File: config.mk
export PLATFORM = sky130hd
export DESIGN_NAME = sw_debounce
export DESIGN_NICKNAME = d
export VERILOG_FILES = /design/src/rtl/sw_debounce.sv
export SDC_FILE = /design/constraint.sdc
export NUM_CORES = 1
export LEC_CHECK = 0
export BUFFER_PORTS_ARGS = -buffer_cell sky130_fd_sc_hd__buf_4
export CAP_MARGIN = 20
export CORE_MARGIN = 2
export CORE_UTILIZATION = 55
export DETAILED_ROUTE_END_ITERATION = 10
export PLACE_DENSITY = 0.87
export SYNTH_ARGS = -nofsm -noshare
export SYNTH_HDL_FRONTEND = slang
export SYNTH_SLANG_ARGS = --single-unit
File: constraint.sdc
create_clock -name i_clk -period 2.4 [get_ports i_clk]
set_clock_uncertainty 0.2 [all_clocks]
set_input_delay 0 -clock i_clk [delete_from_list [all_inputs] [get_ports i_clk]]
set_output_delay 0 -clock i_clk [all_outputs]
set_load 0.05 [all_outputs]
File: src/rtl/sw_debounce.sv
// sw_debounce: switch synchroniser + bounce filter for the DE2 switch bank.
// Each bit is synchronised, then must differ from the accepted level for
// STABLE_TICKS consecutive prescaler ticks before the new level is taken.
// Optional feature macro: SW_EVENT_LATCH_EN builds the sticky event register.

// Per-bit stability qualifier: counts ticks while the synchronised input
// differs from the accepted level, restarts on any bounce back.
module sw_debounce_bit #(
   parameter int STABLE_TICKS = 10
) (
   input  logic i_clk,
   input  logic i_rst,
   input  logic i_sync,
   input  logic i_tick,
   output logic o_db,
   output logic o_rise,
   output logic o_fall
);
   localparam int CW = $clog2(STABLE_TICKS + 1);
   localparam logic [CW-1:0] CNT_LAST = CW'(STABLE_TICKS - 1);

   logic [CW-1:0] cnt_q, cnt_d;
   logic          db_q, db_d;
   logic          rise_q, rise_d;
   logic          fall_q, fall_d;

   // Qualification: equal input clears progress; the last tick flips the level.
   always_comb begin
      cnt_d  = cnt_q;
      db_d   = db_q;
      rise_d = 1'b0;
      fall_d = 1'b0;
      if (i_sync == db_q) begin
         cnt_d = '0;
      end else if (i_tick) begin
         if (cnt_q == CNT_LAST) begin
            db_d   = i_sync;
            cnt_d  = '0;
            rise_d = i_sync;
            fall_d = ~i_sync;
         end else begin
            cnt_d = cnt_q + 1'b1;
         end
      end
   end

   // Pulses are registered alongside the level so they line up with it.
   always_ff @(posedge i_clk) begin
      if (i_rst) begin
         cnt_q  <= '0;
         db_q   <= 1'b0;
         rise_q <= 1'b0;
         fall_q <= 1'b0;
      end else begin
         cnt_q  <= cnt_d;
         db_q   <= db_d;
         rise_q <= rise_d;
         fall_q <= fall_d;
      end
   end

   assign o_db   = db_q;
   assign o_rise = rise_q;
   assign o_fall = fall_q;
endmodule

module sw_debounce #(
   parameter int WIDTH        = 18,
   parameter int TICK_CYCLES  = 50000,
   parameter int STABLE_TICKS = 10
) (
   input  logic             i_clk,
   input  logic             i_rst,
   input  logic [WIDTH-1:0] i_sw_raw,
   input  logic             i_evt_clr,
   input  logic [WIDTH-1:0] i_evt_clr_mask,
   output logic [WIDTH-1:0] o_sw_db,
   output logic [WIDTH-1:0] o_sw_rise,
   output logic [WIDTH-1:0] o_sw_fall,
   output logic [WIDTH-1:0] o_sw_event
);
   // A one-cycle prescaler still needs a 1-bit register to stay well formed.
   localparam int PW = (TICK_CYCLES > 1) ? $clog2(TICK_CYCLES) : 1;
   localparam logic [PW-1:0] PRE_LAST = PW'(TICK_CYCLES - 1);

   logic [WIDTH-1:0] sync1_q, sync2_q;
   logic [PW-1:0]    pre_q, pre_d;
   logic             tick;

   assign tick  = (pre_q == PRE_LAST);
   assign pre_d = tick ? '0 : pre_q + 1'b1;

   // Two-flop synchroniser and shared sample prescaler.
   always_ff @(posedge i_clk) begin
      if (i_rst) begin
         sync1_q <= '0;
         sync2_q <= '0;
         pre_q   <= '0;
      end else begin
         sync1_q <= i_sw_raw;
         sync2_q <= sync1_q;
         pre_q   <= pre_d;
      end
   end

   for (genvar i = 0; i < WIDTH; i++) begin : g_bit
      sw_debounce_bit #(.STABLE_TICKS(STABLE_TICKS)) u_bit (
         .i_clk  (i_clk),
         .i_rst  (i_rst),
         .i_sync (sync2_q[i]),
         .i_tick (tick),
         .o_db   (o_sw_db[i]),
         .o_rise (o_sw_rise[i]),
         .o_fall (o_sw_fall[i])
      );
   end

`ifdef SW_EVENT_LATCH_EN
   logic [WIDTH-1:0] evt_q, evt_d;

   // Sticky change flags; a pulse in the same cycle as a clear keeps its bit.
   always_comb begin
      evt_d = (evt_q & ~({WIDTH{i_evt_clr}} & i_evt_clr_mask)) | o_sw_rise | o_sw_fall;
   end

   // Event register.
   always_ff @(posedge i_clk) begin
      if (i_rst) evt_q <= '0;
      else       evt_q <= evt_d;
   end

   assign o_sw_event = evt_q;
`else
   logic unused_evt_in;
   assign unused_evt_in = ^{i_evt_clr, i_evt_clr_mask};
   assign o_sw_event    = '0;
`endif
endmodule
==> results.md <==
* Crit Reg-Reg Startpoint: pre_q[5]
* Crit path from: pre_q[5]
* GRT overflow at 0
* Die Area at 15000 µm²
* H-tree level count at 4
* CP max FO at between 50 and 60
* Peak supply drop at 0.567 mV
* Outcome: complete, no violations
* Clock share of power at 44.9%
* Global-route wire length before repair at roughly 25 mm
* Sw Ratio at approximately a fifth
* Worst hold slack at approximately 0.13 ns
* Pint at between 4 and 5 mW
* Final count of hold timing violations at 0
* Post-synth EDFFs at 0
* Max Cap Viol at 0
* Critical path type: reg2reg
* Post-Syn Instances at between 800 and 900
* Finished Layout Cells at roughly 1100
* Power density over the cells at 657 nW/µm²
* Setup_tns at 0 ns
* Chip Width at between 100 and 150 µm
* Synth unique cells at 34
* Vias in the first global route at between 5000 and 6000
* Drt pass-1 iters at 4
* Vias/cell at approximately 5.4
* Syn Area/Cell at slightly above 9 µm²
* CP Capture Point: g_bit[14].u_bit.o_db
* DRC viols at 0
* Core area at between 10000 and 15000 µm²
* Post-CTS setup buffers at 0
* Reg2reg path depth at 5
* Nets at approximately 940
* Routability Congestion at between 0.7 and 0.8
* Crit path capture type: flop
* Synthesized flop and latch total at 178
* Fraction of registers with async set/reset at 0%
* Max Clk Rate at between 400 and 500 MHz
* Share of cells above drive strength 1 at a little over an eighth
* Capture point of the worst reg-to-reg path: g_bit[14].u_bit.o_db
* Final Core Density at roughly 65%
* Synth area leaders: dfxtp_1, buf_4, nor2b_1, mux2i_1, nor2_1
* Placed Cells at about 1000
* Post-route antenna net violation count at 0
* Port bufs at between 70 and 80
* Max Slew Vio Count at 0
* Die Span Y at around 120 µm
* Syn-to-layout area delta at 15.2%
* Max-slew headroom at 55.0%
* Initial antenna violation count at 0
* Critical Path AT at 2.34 ns
* P_sw at around 1.2 mW
* CTS Buffer Depth at 2
* Seq/Total Area, Yosys at 46.0%
* HP Class: in2reg
* Main synth FF type: dfxtp_1
* Worst Path Required at around 2.6 ns
* Period minus WS final at about 2.2 ns
* Final Cycle Share at 91.3%
* Reg power frac at a little over 50%
* Drt wl/cell at 13.4 µm
* Clk sinks at about 180
* Overall global routing resource usage at between 20% and 30%
* CTS tree: yes
* Worst reg-to-reg setup slack at 0.21 ns
* Reg clk slew, reported paths at 0.06 ns
* Slew @ Worst Pin at ~0.68 ns
* Hold_buf cts at 31
* Cell Area, Synth at 7740 µm²
* Post-detail-place hpwl at between 9 and 10 mm
* Initial Util at 56.0%
* DRT iter0 DRCs at between 400 and 500
* Clock Root Buffer: clkbuf_16
* Vias at slightly below 6000
* Ys Warns at 0
* Routed WL at roughly 15 mm
* Most common cell in the netlist: dfxtp_1
* Post-CTS sizing at 0
* Antenna diodes at 0
* Rows at 43
* Biggest area consumer among synthesized cells: dfxtp_1
* Yosys top cell area share at between 40% and 50%
* RSZ-0062 raised after global routing: false
* Number of buffers created by CTS at 17
* Clock Latency Late Sink at 0.43 ns
* Worst Setup Start Kind: flop
* # setup viols final at 0
* Leak pwr at about 3.4 nW
* Largest net degree at the start of global routing at a little under 70
* Num ports at 111
* Top cells by count, synth: dfxtp_1, buf_4, nor2_1, nor2b_1, nand3_1
* Gate power share at ~3.8%
power groups by stage:
stage | logic, mW | clock network (mW) | registers [mW]
CTS | 0.222 | 2.66 | 3.01
global placement | 0.179 | 0 | 3.07
detailed placement | 0.183 | 0 | 3.07
floorplan | 0.161 | 0 | 3.07
finish | 0.223 | 2.63 | 3.01
global route | 0.242 | 2.79 | 3.01
layout make-up:
class                      count  area, µm²
clock buffer                  27        513
clock inverter                 4       47.5
fill                        1071       4910
inverter                      36        135
multi-input combinational    548       3430
sequential                   178       3560
tap                          180        225
timing repair buffer         122       1010
placed cells by master, fill, tap and decap left out, types with 17 or more instances in the layout:
master and instances:
buf_4 90, nand3_1 39, dlygate4sd3_1 31, nand2b_1 19, o21ai_0 36, mux2i_1 32
nor2b_1 54, and4_1 22, conb_1 18, inv_1 36, xnor2_1 20, nor2_1 69
nand4b_1 18, nand4_1 25, xor2_1 29, dfxtp_1 178, nand2_1 30, clkbuf_16 17
nor4_1 34, or3_1 22, a21oi_1 37
through the flow:
| stage | instance area (µm²) | worst slack [ns] | power [mW] |
|---|---|---|---|
| after floorplan | 7810 | 0.514 | 3.23 |
| after global placement | 8050 | 0.309 | 3.25 |
| after detailed placement | 8050 | 0.253 | 3.26 |
| after CTS | 8920 | 0.210 | 5.89 |
| after global routing | 8920 | 0.00547 | 6.04 |
| final | 8920 | 0.208 | 5.86 |
kinds of logic after synthesis:
logic type	Yosys count	share of synthesized area [%]
compound gates	92	6.43
xor+xnor	49	5.54
fa+ha+maj	1	0.162
buf+inv	143	10.9
flops	178	46.0
mux	32	4.14
other cells	1	0.0484
simple gates	356	26.8
critical path: stages (launching register included):
cell      delay (ns)
dfxtp_1         0.35
and4bb_1        0.51
nand4_1         0.17
buf_4           0.31
or3_1           0.41
a21oi_1         0.13
state kept, by name (all words and copies together), names as in the netlist:
register / count
g_bit.u_bit.cnt_q: 72
g_bit.u_bit.o_db: 18
g_bit.u_bit.o_fall: 18
g_bit.u_bit.o_rise: 18
pre_q: 16
sync1_q: 18
sync2_q: 18
routing by layer:
layer	part of all wire (%)	vias up	track usage [%]	routed length, µm
li1	-	2975	-	-
met1	44	2821	23.6	6510
met2	50	116	35.2	7330
met3	4.3	17	5.39	635
met4	1.6	0	8.48	241
met5	0	-	0	0
worst min-delay path by stage:
stage	start	endpoint	slack, ns	depth (start not counted)
after floorplan	i_sw_raw[0]	sync1_q[0]	-0.07	1
after global placement	i_sw_raw[4]	sync1_q[4]	0.009	2
after detailed placement	i_sw_raw[4]	sync1_q[4]	0.01	2
after CTS	i_sw_raw[6]	sync1_q[6]	0.11	3
after global routing	i_sw_raw[5]	sync1_q[5]	0.14	3
final	i_sw_raw[6]	sync1_q[6]	0.13	3
Note: power is estimated with default switching activity, not from simulation.
